==> config.mk <==
export PLATFORM = sky130hd
export DESIGN_NAME = secuenciador_alu
export DESIGN_NICKNAME = d
export VERILOG_FILES = /design/src/rtl/secuenciador_alu_pkg.sv /design/src/rtl/secuenciador_alu_memoria_programa.sv /design/src/rtl/secuenciador_alu.sv
export SDC_FILE = /design/constraint.sdc
export NUM_CORES = 1
export LEC_CHECK = 0
export ABC_AREA = 1
export CAP_MARGIN = 20
export CORE_ASPECT_RATIO = 1.5
export CORE_UTILIZATION = 40
export DETAILED_ROUTE_END_ITERATION = 10
export PLACE_DENSITY_LB_ADDON = 0.1
export SYNTH_ARGS = -nofsm -noshare
export SYNTH_HDL_FRONTEND = slang
export SYNTH_HIERARCHICAL = 1
export SYNTH_SLANG_ARGS = --single-unit
==> constraint.sdc <==
create_clock -name clk -period 2.9 [get_ports clk]
set_input_delay 0.58 -clock clk [delete_from_list [all_inputs] [get_ports clk]]
set_output_delay 0.58 -clock clk [all_outputs]
set_load 0.005 [all_outputs]
==> src/rtl/secuenciador_alu_pkg.sv <==
// Shared definitions for the ALU instruction sequencer: FSM encodings,
// instruction field positions, ALU selector codes and an instruction builder.
package secuenciador_alu_pkg;

  typedef enum logic [2:0] {
    S_IDLE  = 3'd0,
    S_FETCH = 3'd1,
    S_ISSUE = 3'd2,
    S_WAIT  = 3'd3,
    S_WRITE = 3'd4,
    S_DONE  = 3'd5
  } state_t;

  typedef enum logic [1:0] {
    SEL_SUMA  = 2'b00,
    SEL_RESTA = 2'b01,
    SEL_AND   = 2'b10,
    SEL_OR    = 2'b11
  } sel_t;

  localparam int INSTR_W  = 16;
  localparam int SEL_HI   = 15;
  localparam int SEL_LO   = 14;
  localparam int RA_HI    = 13;
  localparam int RA_LO    = 10;
  localparam int RB_HI    = 9;
  localparam int RB_LO    = 6;
  localparam int W_HI     = 5;
  localparam int W_LO     = 2;
  localparam int HALT_BIT = 1;
  localparam int RSVD_BIT = 0;

  function automatic logic [INSTR_W-1:0] mk_instr(input logic [1:0] sel,
                                                  input logic [3:0] ra,
                                                  input logic [3:0] rb,
                                                  input logic [3:0] w,
                                                  input logic       halt);
    return {sel, ra, rb, w, halt, 1'b0};
  endfunction

endpackage

==> src/rtl/secuenciador_alu_memoria_programa.sv <==
// Program store: 2^AW x 16 words, written on the clock edge, read combinationally.
// Contents are deliberately not reset so a loaded program survives a reset.
module memoria_programa #(
  parameter int AW = 4
) (
  input  logic          clk,
  input  logic          i_we,
  input  logic [AW-1:0] i_waddr,
  input  logic [15:0]   i_wdata,
  input  logic [AW-1:0] i_raddr,
  output logic [15:0]   o_rdata
);

  logic [15:0] r_mem [2**AW];

  always_ff @(posedge clk) begin
    if (i_we) begin
      r_mem[i_waddr] <= i_wdata;
    end
  end

  assign o_rdata = r_mem[i_raddr];

endmodule

==> src/rtl/secuenciador_alu.sv <==
// Sequencer that walks a stored ALU program and drives the init / alu_done /
// RegWrite handshake of the datapath. Optional watchdog: SECUENCIADOR_WATCHDOG_EN.
//
// Handshake: init is a one-cycle request pulse; the datapath answers with a
// one-cycle alu_done strobe, which is only sampled while the FSM is in WAIT;
// RegWrite follows in the next cycle. Operand addresses are held stable from
// ISSUE until the next instruction is issued.
module secuenciador_alu
  import secuenciador_alu_pkg::*;
#(
  parameter int PC_W    = 4,
  parameter int TIMEOUT = 64
) (
  input  logic            clk,
  input  logic            rst,
  input  logic            start,
  input  logic            prog_we,
  input  logic [PC_W-1:0] prog_addr,
  input  logic [15:0]     prog_data,
  input  logic            alu_done,
  output logic            init,
  output logic            RegWrite,
  output logic [1:0]      selector,
  output logic [3:0]      addrRa,
  output logic [3:0]      addrRb,
  output logic [3:0]      addrW,
  output logic [PC_W-1:0] pc,
  output logic            busy,
  output logic            done,
  output logic            error,
  output state_t          dbg_state
);

  state_t          r_state;
  state_t          w_next_state;
  logic [PC_W-1:0] r_pc;
  logic [PC_W-1:0] w_next_pc;
  logic [15:0]     w_rdata;
  logic            w_load_ir;
  logic            w_mem_we;
  logic [1:0]      r_sel;
  logic [3:0]      r_ra;
  logic [3:0]      r_rb;
  logic [3:0]      r_w;
  logic            w_unused_ok;

`ifdef SECUENCIADOR_WATCHDOG_EN
  localparam int WD_W = $clog2(TIMEOUT + 1);
  logic [WD_W-1:0] r_wd_cnt;
  logic            w_wd_fire;
  logic            w_start_ok;
  logic            r_error;
`endif

  // Program memory only accepts writes while idle, so a running program is frozen.
  assign w_mem_we = prog_we && (r_state == S_IDLE);

  memoria_programa #(
    .AW(PC_W)
  ) u_memoria_programa (
    .clk    (clk),
    .i_we   (w_mem_we),
    .i_waddr(prog_addr),
    .i_wdata(prog_data),
    .i_raddr(r_pc),
    .o_rdata(w_rdata)
  );

  always_ff @(posedge clk or negedge rst) begin
    if (!rst) begin
      r_state <= S_IDLE;
      r_pc    <= '0;
    end else begin
      r_state <= w_next_state;
      r_pc    <= w_next_pc;
    end
  end

  always_comb begin
    w_next_state = r_state;
    w_next_pc    = r_pc;
    w_load_ir    = 1'b0;
`ifdef SECUENCIADOR_WATCHDOG_EN
    w_wd_fire    = 1'b0;
`endif
    case (r_state)
      S_IDLE: begin
        if (start) begin
          w_next_state = S_FETCH;
          w_next_pc    = '0;
        end
      end
      S_FETCH: begin
        if (w_rdata[HALT_BIT]) begin
          w_next_state = S_DONE;
        end else begin
          w_next_state = S_ISSUE;
          w_load_ir    = 1'b1;
        end
      end
      S_ISSUE: w_next_state = S_WAIT;
      S_WAIT: begin
        if (alu_done) begin
          w_next_state = S_WRITE;
`ifdef SECUENCIADOR_WATCHDOG_EN
        end else if (r_wd_cnt == WD_W'(TIMEOUT - 1)) begin
          w_next_state = S_IDLE;
          w_wd_fire    = 1'b1;
`endif
        end
      end
      S_WRITE: begin
        if (r_pc == {PC_W{1'b1}}) begin
          w_next_state = S_DONE;
        end else begin
          w_next_state = S_FETCH;
          w_next_pc    = r_pc + PC_W'(1);
        end
      end
      S_DONE: begin
        w_next_state = S_IDLE;
        w_next_pc    = '0;
      end
      default: w_next_state = S_IDLE;
    endcase
  end

  // A halt word is never latched, so the operand outputs keep the last real instruction.
  always_ff @(posedge clk or negedge rst) begin
    if (!rst) begin
      r_sel <= '0;
      r_ra  <= '0;
      r_rb  <= '0;
      r_w   <= '0;
    end else if (w_load_ir) begin
      r_sel <= w_rdata[SEL_HI:SEL_LO];
      r_ra  <= w_rdata[RA_HI:RA_LO];
      r_rb  <= w_rdata[RB_HI:RB_LO];
      r_w   <= w_rdata[W_HI:W_LO];
    end
  end

`ifdef SECUENCIADOR_WATCHDOG_EN
  assign w_start_ok = (r_state == S_IDLE) && start;

  always_ff @(posedge clk or negedge rst) begin
    if (!rst) begin
      r_wd_cnt <= '0;
    end else if (r_state == S_WAIT) begin
      r_wd_cnt <= r_wd_cnt + WD_W'(1);
    end else begin
      r_wd_cnt <= '0;
    end
  end

  always_ff @(posedge clk or negedge rst) begin
    if (!rst) begin
      r_error <= 1'b0;
    end else if (w_start_ok) begin
      r_error <= 1'b0;
    end else if (w_wd_fire) begin
      r_error <= 1'b1;
    end
  end

  assign error = r_error;
`else
  assign error = 1'b0;
`endif

  assign init      = (r_state == S_ISSUE);
  assign RegWrite  = (r_state == S_WRITE);
  assign done      = (r_state == S_DONE);
  assign busy      = (r_state != S_IDLE);
  assign selector  = r_sel;
  assign addrRa    = r_ra;
  assign addrRb    = r_rb;
  assign addrW     = r_w;
  assign pc        = r_pc;
  assign dbg_state = r_state;

  assign w_unused_ok = &{1'b0, w_rdata[RSVD_BIT], (TIMEOUT > 0)};

endmodule
==> out/qor.yml <==
wire_per_inst_um: 17.6
syn_area_sq_mm: 0.0115
relSlewSlack_pct: 54.7
firstDrtPassIters: 5
ctsLongestPathBuffers: 3
period_minus_slack_ns: 2.62
area_growth_pct: 15.7
cts-root-buf: "clkbuf_16"
status: "finished, final reports clean"
max_slew.worst_pin.slew_ns: 0.677
path_class: "flip-flop to output pin"
drtIter0Drc: 429
maxCapViolations: 0
use_met3_pct: 1.94
grt_pass1_vias: 7080
layout-drive-gt1-share_pct: 9.24
crit_required_ns: 2.32
grt_usage_pct: 19.3
leakage_nw: 5.66
clock_skew_ns: 0.00723
antenna_found_initial: 0
cts_made_buffers: 26
gp_congestion: 0.776
clk_latency_ns: 0.54
slowest_stage: "clkdlybuf4s50_1"
grt_pass1_wl_um: 42100
end_kind: "output pin"
worst_setup_path_start_kind: "flip-flop"
die_x_um: 140
setup_viol: 0
antenna_cells: 0
clock_sinks: 261
fin_nets: 1218
cp.arrival_ns: 2.04
routed_wl_um: 27400
post-route-period-util_pct: 90.5
ys_warn_count: 6
crit_start: "dbg_state[1]$_DFFE_PN0P_"
portBuffers: 48
start_util_pct: 40.9
overflow: 0
drc: 0
syn_nets: 1153
cts_tree: "done"
hold_viol: 0
powerDensity_mw_per_mm2: 744
dieArea_sq_mm: 0.0294
num_rows: 75
tns_ns: 0
die_h_um: 209
hold_buffers: 0
crit_buf_inv: 2
ctsResizeCount: 0
met2_usage_pct: 35.2
post-cts-setup-buffer-count: 0
h-tree-depth: 1
viasPerCell: 4.79
slew_viol_final: 0
rsz0062_at_grt: "false"
cpPeakStageDelay_ns: 0.51
grtUsageMet1_pct: 23.7
syn_inst: 1127
hp-class: "input pin to asynchronous set/reset pin"
max-vdd-ir-drop_v: 0.000462
cp_top_family: "buffers and inverters"
cts.reportedPaths.clkPinSlew_ns: 0.06
r2r-start: "dbg_state[1]$_DFFE_PN0P_"
totalPowerFinal_mw: 9.87
dp_hpwl_um: 17400
core_sq_mm: 0.0281
cp_cell_sequence: "nor2_1 > nand2_2 > inv_1 > clkdlybuf4s50_1"
max_freq_mhz: 381
vias: 7457
top_usage_layer: "met2"
grt_max_degree: 100
ant_nets: 0
synth.avg_cell_area_sq_um: 10.2
io_pins: 51
worstPathMaxFanout: 9
==> final timing paths <==
check / to / slack (ns) / cells after the start
hold / removal: dbg_state[1]$_DFFE_PN0P_ / 0.39 / 2
setup reg to reg: u_memoria_programa/r_mem[13][6]$_DFFE_PP_ / 0.58 / 6
hold reg to reg: addrRa[2]$_DFFE_PN0P_ / 0.48 / 2
max in group asynchronous: pc[0]$_DFFE_PN0P_ / 2.27 / 2
min in group clk: addrRa[2]$_DFFE_PN0P_ / 0.48 / 2
setup / recovery: RegWrite / 0.28 / 4
==> registers in the layout, indices dropped and copies added (netlist names) <==
| name | flops |
|---|---|
| addrW | 4 |
| addrRa | 4 |
| selector | 2 |
| pc | 4 |
| addrRb | 4 |
| u_memoria_programa/r_mem | 240 |
| dbg_state | 3 |
==> worst register-to-register path: stages (launching register included) <==
cell     delay (ns)
dfrtp_1        0.50
nor2_1         0.25
nand2_1        0.10
nor2_1         0.41
nand3_1        0.29
nor2_2         0.14
buf_4          0.29
==> layout make-up <==
class	count	area, sq um
clock buffer	34	702
multi-input combinational	598	2620
clock inverter	14	70.1
timing repair buffer	93	906
tap	346	433
fill	2565	14800
sequential	261	7740
inverter	212	797
==> power breakdown <==
part           switching [mW]  internal, mW  total, mW
clock network            1.38          1.70       3.08
logic                    1.53         0.852       2.39
registers               0.110          4.29       4.40
==> metal layers <==
layer,part of all wire (%),wire [um]
met1,42,11500
met2,53,14400
met3,3.1,844
met4,2.4,656
met5,0,0
==> through the flow <==
| step | setup slack (ns) | hold WS, ns | instance area [sq um] | cells | util [%] |
|---|---|---|---|---|---|
| 2_1_floorplan | 0.670 | 0.284 | 11500 | 1127 | - |
| 3_3_place_gp | 0.377 | 0.467 | 12500 | 1510 | 44.5 |
| 3_5_place_dp | 0.387 | 0.473 | 12500 | 1510 | 44.5 |
| 4_1_cts | 0.246 | 0.374 | 13300 | 1558 | 47.3 |
| 5_1_grt | 0.122 | 0.407 | 13300 | 1558 | 47.3 |
| 6_report | 0.276 | 0.389 | 13300 | 1558 | 47.3 |
==> layout by cell type (no fill, tap or decap) <==
cell             instances
inv_2                    3
clkinv_1                 6
o21ai_1                  5
dfrtp_2                  1
clkinvlp_4               3
nand2_2                  2
nor3_1                   2
buf_4                   38
nor2_4                   2
a31oi_1                  1
nor2_2                  16
nand3b_2                 1
nor2_1                   9
o21ai_0                 10
a21oi_1                  1
clkinv_2                 6
dfrtp_1                 19
conb_1                   1
ha_1                     1
inv_1                  208
nand3b_1                 3
nand4_1                  2
buf_12                   7
dfrtp_4                  1
clkbuf_16               27
clkbuf_1                 7
edfxtp_1               240
o21ai_2                  5
clkdlybuf4s50_1         48
nand3_1                188
nand2_1                349
Power figures use the tool's default switching activity.
